--- config.mk ---
export PLATFORM = sky130hd
export DESIGN_NAME = aes_round_sched
export DESIGN_NICKNAME = d
export VERILOG_FILES = /design/src/rtl/aes_round_sched.sv
export SDC_FILE = /design/constraint.sdc
export NUM_CORES = 1
export LEC_CHECK = 0
export BUFFER_PORTS_ARGS = -buffer_cell sky130_fd_sc_hd__buf_2
export CORE_MARGIN = 2
export CORE_UTILIZATION = 50
export DETAILED_ROUTE_END_ITERATION = 6
export PLACE_DENSITY_LB_ADDON = 0.12
export SLEW_MARGIN = 5
export SYNTH_ARGS = -nofsm -noshare
export SYNTH_HDL_FRONTEND = slang
export SYNTH_SLANG_ARGS = --single-unit
--- constraint.sdc ---
create_clock -name clk -period 4.58 [get_ports clk]
set_input_delay 0.458 -clock clk [delete_from_list [all_inputs] [get_ports clk]]
set_output_delay 0.458 -clock clk [all_outputs]
set_load 0.01 [all_outputs]
--- src/rtl/aes_round_sched.sv ---
// Slot scheduler for an iterative AES round pipeline: tracks which slot holds
// which round, steers the stage-0 mux and hands finished packets downstream.
module aes_round_sched #(
   parameter int DEPTH        = 4,
   parameter int NUM_ROUNDS   = 10,
   parameter int SHIFT_PERIOD = 5
) (
   input  logic             clk,
   input  logic             n_rst,
   input  logic             enable,
   input  logic             in_valid,
   output logic             in_ready,
   input  logic             out_ready,
   output logic             out_valid,
   output logic             shift_enable,
   output logic             load_new,
   output logic             recirc,
   output logic             out_capture,
   output logic [3:0]       key_round,
   output logic [DEPTH-1:0] last_round_mask,
   output logic [3:0]       occupancy,
   output logic             pipeline_full,
   output logic             busy
);
   localparam logic [3:0] CNT_LAST = 4'(SHIFT_PERIOD - 1);
   localparam logic [3:0] RND_LAST = 4'(NUM_ROUNDS);
   localparam logic [3:0] DEPTH_W  = 4'(DEPTH);

   logic [3:0]       cnt_reg, cnt_next;
   logic             out_valid_reg;
   logic [DEPTH-1:0] v_vec;
   logic [3:0]       rnd_arr [DEPTH];
   logic             retire, stall, entrance_free, at_phase_end;
   logic             slot0_v_next;
   logic [3:0]       slot0_rnd_next;
   logic [3:0]       occ_sum;

   assign retire        = v_vec[DEPTH-1] && (rnd_arr[DEPTH-1] == RND_LAST);
   assign stall         = retire && out_valid_reg && !out_ready;
   assign at_phase_end  = (cnt_reg == CNT_LAST);
   assign shift_enable  = enable && at_phase_end && !stall;
   assign entrance_free = !v_vec[DEPTH-1] || retire;
   assign in_ready      = shift_enable && entrance_free;
   assign load_new      = in_valid && in_ready;
   assign recirc        = shift_enable && v_vec[DEPTH-1] && !retire;
   assign out_capture   = shift_enable && retire;
   assign key_round     = v_vec[DEPTH-1] ? rnd_arr[DEPTH-1] : 4'd0;
   assign out_valid     = out_valid_reg;

   // A stalled retire parks the phase counter on its last value until drained.
   always_comb begin
      cnt_next = cnt_reg;
      if (!enable)
         cnt_next = '0;
      else if (at_phase_end)
         cnt_next = stall ? cnt_reg : '0;
      else
         cnt_next = cnt_reg + 4'd1;
   end

   always_comb begin
      slot0_v_next   = 1'b0;
      slot0_rnd_next = '0;
      if (recirc) begin
         slot0_v_next   = 1'b1;
         slot0_rnd_next = rnd_arr[DEPTH-1] + 4'd1;
      end else if (load_new) begin
         slot0_v_next   = 1'b1;
         slot0_rnd_next = 4'd1;
      end
   end

   generate
      for (genvar gi = 0; gi < DEPTH; gi++) begin : g_slot
         logic       v_in;
         logic [3:0] rnd_in;
         logic       slot_v_reg;
         logic [3:0] slot_rnd_reg;

         if (gi == 0) begin : g_head
            assign v_in   = slot0_v_next;
            assign rnd_in = slot0_rnd_next;
         end else begin : g_body
            assign v_in   = v_vec[gi-1];
            assign rnd_in = rnd_arr[gi-1];
         end

         always_ff @(posedge clk or negedge n_rst) begin
            if (!n_rst) begin
               slot_v_reg   <= 1'b0;
               slot_rnd_reg <= '0;
            end else if (shift_enable) begin
               slot_v_reg   <= v_in;
               slot_rnd_reg <= rnd_in;
            end
         end

         assign v_vec[gi]           = slot_v_reg;
         assign rnd_arr[gi]         = slot_rnd_reg;
         assign last_round_mask[gi] = slot_v_reg && (slot_rnd_reg == RND_LAST);
      end
   endgenerate

   always_comb begin
      occ_sum = '0;
      for (int k = 0; k < DEPTH; k++)
         occ_sum = occ_sum + {3'b000, v_vec[k]};
   end

   assign occupancy     = occ_sum;
   assign pipeline_full = (occ_sum == DEPTH_W);
   assign busy          = (|v_vec) || out_valid_reg;

   always_ff @(posedge clk or negedge n_rst) begin
      if (!n_rst) begin
         cnt_reg       <= '0;
         out_valid_reg <= 1'b0;
      end else begin
         cnt_reg <= cnt_next;
         // A capture on the same edge as a take-away keeps the register full.
         if (out_capture)
            out_valid_reg <= 1'b1;
         else if (out_ready)
            out_valid_reg <= 1'b0;
      end
   end
endmodule
Word-level counts from Yosys, hierarchy flattened
Cells that the tools add are included.
- register bits: 25
- input bits: 5
- logic and storage cells: 53
- $add $sub $neg: 5
- equal/unequal tests: 7
- multiplexer cells: 10
- reduce and logical (&&, ||, !) cells: 21
- operators with widths (cell ; number):
    2-to-1 mux 4 bit ; 5
    == test 4 bit, second input constant ; 4
    logical AND 1 bit ; 13
    adder 4 x 1 -> 4 bit, second input constant ; 2
    == test 4 x 3 -> 1 bit, second input constant ; 2
    2-to-1 mux 1 bit ; 5
    adder 3 x 1 -> 4 bit ; 1
    zero test 1 bit ; 4
    OR reduction 4 bit ; 1
    adder 2 x 1 -> 3 bit ; 1
    inequality test 3 bit, second input constant ; 1
    adder 1 x 1 -> 2 bit ; 1
    logical OR 1 bit ; 2
    nonzero test 2 bit ; 1

Longest topological paths before layout
- depth after elaboration: 10
- mapped depth: 7
- mapped depth without buffers: 6

Worst setup path after synthesis
No wires, ideal clock.
- path kind: flip-flop to output port
- start point: reg g_slot[3].slot_v_reg
- end point: out pipeline_full
- data arrival time: 2.093 ns
- path slack: 2.029 ns
- stages on the path, launching flop included: 8
- path buffers: 1
- cell sequence: dfrtp_1 clkbuf_1 inv_1 fa_1 inv_1 ha_1 ha_1 nor3b_1
- longest elaborated chain between the ends: 2
- RTL lines (item ; line ; source):
    start: declaration ; 77 ; logic slot_v_reg;
    start signal: assignment ; 93 ; slot_v_reg <= v_in;
    adder 3 x 1 -> 4 bit ; 107 ; occ_sum = occ_sum + {3'b000, v_vec[k]};
    net occupancy[1] ; 21 ; output logic [3:0] occupancy,
    == test 4 x 3 -> 1 bit ; 111 ; assign pipeline_full = (occ_sum == DEPTH_W);
    end: declaration ; 22 ; output logic pipeline_full,
The timed path passes the listed nets, and every way through them passes these cells.

Worst setup path after layout
- start point: reg g_slot[3].slot_v_reg
- end point: out pipeline_full
- longest elaborated chain between the ends: 2
- RTL lines (item ; line):
    adder 3 x 1 -> 4 bit ; 107
    == test 4 x 3 -> 1 bit ; 111
Every way passes these cells.

==> Implementation_results.wiki <==
{| class="wikitable"
! Metric !! Value
|-
| Global-route total usage across every layer || 17.9%
|-
| CTS H-Tree Depth || 1
|-
| Area leader, netlist || sky130_fd_sc_hd__dfrtp_1
|-
| Max Clock Skew || 0.0112 ns
|-
| Insertion delay to the later sink of the worst-skew pair || 0.31 ns
|-
| Wire length on met1 || 1.28 mm
|-
| Resized cells post-CTS || 0
|-
| Drc violations || 0
|-
| Number of hold-repair buffers added at the cts stage || 0
|-
| Maximum clock path buffer count || 2
|-
| Power per unit of standard cell area || between 300 and 400 mW/mm^2
|-
| Most used DFF post-synth || sky130_fd_sc_hd__dfrtp_1
|-
| GR Overflow Total || 0
|-
| Post-route cell area || approximately 0.0015 sq mm
|-
| Tightest slew margin relative to the limit || 42.2%
|-
| Wire per inst || 15.0 microns
|-
| Gpl congestion || 0.784
|-
| Sequential cell area fraction in the yosys report || 44.1%
|-
| Crit-path max FO || 13
|-
| Via count of the first global-routing pass || 953
|-
| Number of DRC violations after detailed-routing iteration 0 || 23
|-
| Port bufs || 23
|-
| Clock sink count || 25
|-
| Flop pwr share || 54.9%
|-
| Power dissipated by switching net loads || 146 uW
|-
| Proportion of netlist area held by the largest area contributor || 44.1%
|-
| Fraction of power consumed by the clock network || 20.7%
|-
| Post-layout util || 56.6%
|-
| Antenna violations before repair || 0
|-
| Clock slew at the register clock pins of the worst setup and hold paths || between 0.1 and 0.15 ns
|-
| Crit Path Category || register to output port
|-
| Switching Fraction || a little under a third
|-
| Die width || about 57 microns
|-
| DR WL met2 || 1.13 mm
|-
| Cell count after synthesis || 117
|-
| Maximum Capacitance Violations || 0
|-
| Syn Std Cell Area || 0.00142 sq mm
|-
| Setup crit start kind || register
|-
| # diodes || 0
|-
| Number of nets still failing antenna checks after routing || 0
|-
| Total met3 wirelength after detailed routing || 129 microns
|-
| Ratio of cells with drive above 1 in the final layout || a little under a third
|-
| Required arrival time at the worst endpoint || approximately 4.1 ns
|-
| Outcome || finished, final reports clean
|-
| Hold/Removal Path Class || input port to asynchronous set/reset pin
|-
| Max-slew violation total from the final report || 0
|-
| FILL cells || 248
|-
| Routed wire length || roughly 2.6 mm
|-
| Launch point of the worst reg-to-reg path || g_slot[3].slot_rnd_reg[0]$_DFFE_PN0N_
|-
| Die ar. || 0.00328 sq mm
|-
| Endpoint of the worst-slack reg-to-reg timing path || g_slot[2].slot_rnd_reg[1]$_DFFE_PN0N_
|-
| Internal power contribution || 325 uW
|-
| Final-report setup violation count || 0
|-
| Area growth from synthesis to layout || 9.18%
|-
| Achievable clock frequency || between 300 and 400 MHz
|-
| Wire length of the first global-routing pass || 4.49 mm
|-
| VDD IR-drop max || 0.266 mV
|-
| Number of setup buffers added after CTS || 0
|-
| Total iterations of the first detailed-routing run || 4
|-
| Clock tree from TritonCTS || yes
|-
| Data arrival time of the critical path || approximately 2.4 ns
|-
| Leakage power total || 0.879 nW
|-
| Crit path to || pipeline_full
|-
| Final Cycle Share || 62.0%
|-
| Setup repair after global routing missed its margin || false
|-
| Placed wire-length estimate after detailed placement || between 1.5 and 2 mm
|-
| Kind of capture point of the worst setup path || output port
|-
| Slew of the pin with the lowest slew margin || 0.864 ns
|-
| Maximum number of pins on one net before global-route repair || 26
|-
| Post-route minimum period || 2.84 ns
|-
| Final Hold Viols || 0
|-
| Flop-to-flop setup slack || 2.34 ns
|-
| Initial core utilization || 51.9%
|-
| Total number of vias || 924
|-
| Fraction of power consumed by combinational cells || about a quarter
|-
| CP startpoint || g_slot[3].slot_v_reg$_DFFE_PN0N_
|-
| Worst Reg-to-Reg Cells || 5
|-
| DR vias/cell || 5.44
|-
| Overall power || 471 uW
|-
| Number of core rows || 19
|-
| Synth top area cells || sky130_fd_sc_hd__dfrtp_1 (44%), sky130_fd_sc_hd__mux2_4 (11%), sky130_fd_sc_hd__ha_1 (6.2%), sky130_fd_sc_hd__inv_1 (3.2%), sky130_fd_sc_hd__mux2_2 (3.2%)
|-
| Synthesized flop and latch total || 25
|-
| Post-Syn Area per Cell || 12.1 sq um
|-
| Core Footprint || 0.00273 sq mm
|-
| Final nets || 153
|-
| YS warnings || 0
|-
| Placed Area || 0.00152 sq mm
|-
| Final sum of negative setup slack || 0 ns
|-
| Synthesized Nets || 130
|-
| Number of unique standard cell types used by synthesis || 38
|-
| Root buffer selected by CTS || sky130_fd_sc_hd__clkbuf_4
|-
| Die boundary height || about 57 microns
|-
| Post-synth EDFFs || 0
|-
| Num CTS Buffers || 3
|-
| Count of pins on the block boundary || 25
|-
| Top Layer Used || met4
|-
| FFs w/ async S/R, synth || 100%
|-
| Number of flip-flops under the largest register name || 16
|}
Yosys cell counts (all sizes together), types with 2 or more instances:
master and n:
dfrtp 25, mux2 14, inv 12, ha 7
nor2 6, a21oi 4, and2 4, buf 4
nand3 4, mux2i 3, nand3b 3, nand4b 3
nor2b 3, o2bb2ai 3, a22o 2, nand4bb 2
nor3b 2, o21ai 2
kinds of logic after synthesis:
kind of cell    count (synthesis)  share of synthesized area, %
mux                            17                          15.9
buf+inv                        17                          6.71
flops                          25                          44.1
xor+xnor                        2                          1.24
compound gates                 16                          8.92
other cells                     1                         0.265
simple gates                   31                          15.3
fa+ha+maj                       8                          7.59
stage by stage:
step                hold slack, ns  worst slack (ns)  cells
global placement             0.486              2.17    166
global route                 0.125              1.55    170
CTS                          0.129              1.71    170
finish                       0.106              1.74    170
floorplan                    0.162              2.03    117
detailed placement           0.486              2.10    166
worst min path at each step:
stage / depth (start not counted) / startpoint / slack [ns] / end
global placement: 1 / n_rst / 0.49 / g_slot[0].slot_v_reg$_DFFE_PN0N_
detailed placement: 1 / n_rst / 0.49 / g_slot[0].slot_v_reg$_DFFE_PN0N_
finish: 1 / n_rst / 0.11 / g_slot[0].slot_v_reg$_DFFE_PN0N_
CTS: 1 / n_rst / 0.13 / g_slot[0].slot_v_reg$_DFFE_PN0N_
global route: 1 / n_rst / 0.13 / cnt_reg[0]$_DFFE_PN0P_
floorplan: 0 / n_rst / 0.16 / cnt_reg[0]$_DFFE_PN0P_
cell type report:
class	instances	area (sq um)	share of cell area (%)
Timing Repair Buffer	23	115	7.44
Inverter	12	45.0	2.91
Multi-Input combinational cell	75	697	45.0
Clock buffer	4	26.3	1.70
Sequential cell	25	626	40.4
Tap cell	31	38.8	2.51
routing by layer:
| layer | vias to the layer above | track usage [%] |
|---|---|---|
| met1 | 447 | 24.7 |
| li1 | 449 | - |
| met2 | 26 | 28.4 |
| met5 | - | 0 |
| met3 | 2 | 4.99 |
| met4 | 0 | 3.99 |
power by group through the flow:
stage                     clock network (mW)  registers [mW]  logic, mW
after floorplan                            0           0.253     0.0882
after global placement                     0           0.263      0.112
after detailed placement                   0           0.263      0.116
after CTS                              0.102           0.260      0.117
after global routing                   0.115           0.263      0.132
final                                 0.0974           0.259      0.115
worst max-delay path, cell delays in order (launching register included):
cell,delay (ns)
sky130_fd_sc_hd__dfrtp_1,0.60
sky130_fd_sc_hd__inv_1,0.12
sky130_fd_sc_hd__fa_1,0.49
sky130_fd_sc_hd__inv_1,0.04
sky130_fd_sc_hd__ha_1,0.17
sky130_fd_sc_hd__ha_1,0.28
sky130_fd_sc_hd__nor3b_1,0.20
sky130_fd_sc_hd__buf_2,0.16
layout by cell type, fill, tap and decap left out, drive strengths merged:
cell,Yosys,layout
nor2b,3,3
xnor2,1,1
nand4bb,2,2
nand2b,1,1
o31a,1,1
nand3,4,4
a22o,2,2
nand4b,3,3
and4b,1,1
buf,4,23
o2bb2ai,3,3
ha,7,7
fa,1,1
nor3,1,1
o21ai,2,2
o41ai,1,1
and2,4,4
nor3b,2,2
o311ai,1,1
mux2,14,14
o21a,1,1
nor2,6,6
nand3b,3,3
conb,1,1
xor2,1,1
a211oi,1,1
inv,12,12
mux2i,3,3
nor4,1,1
dfrtp,25,25
a21oi,4,4
clkbuf,1,4
No activity file was read; power rests on OpenSTA's default activity.
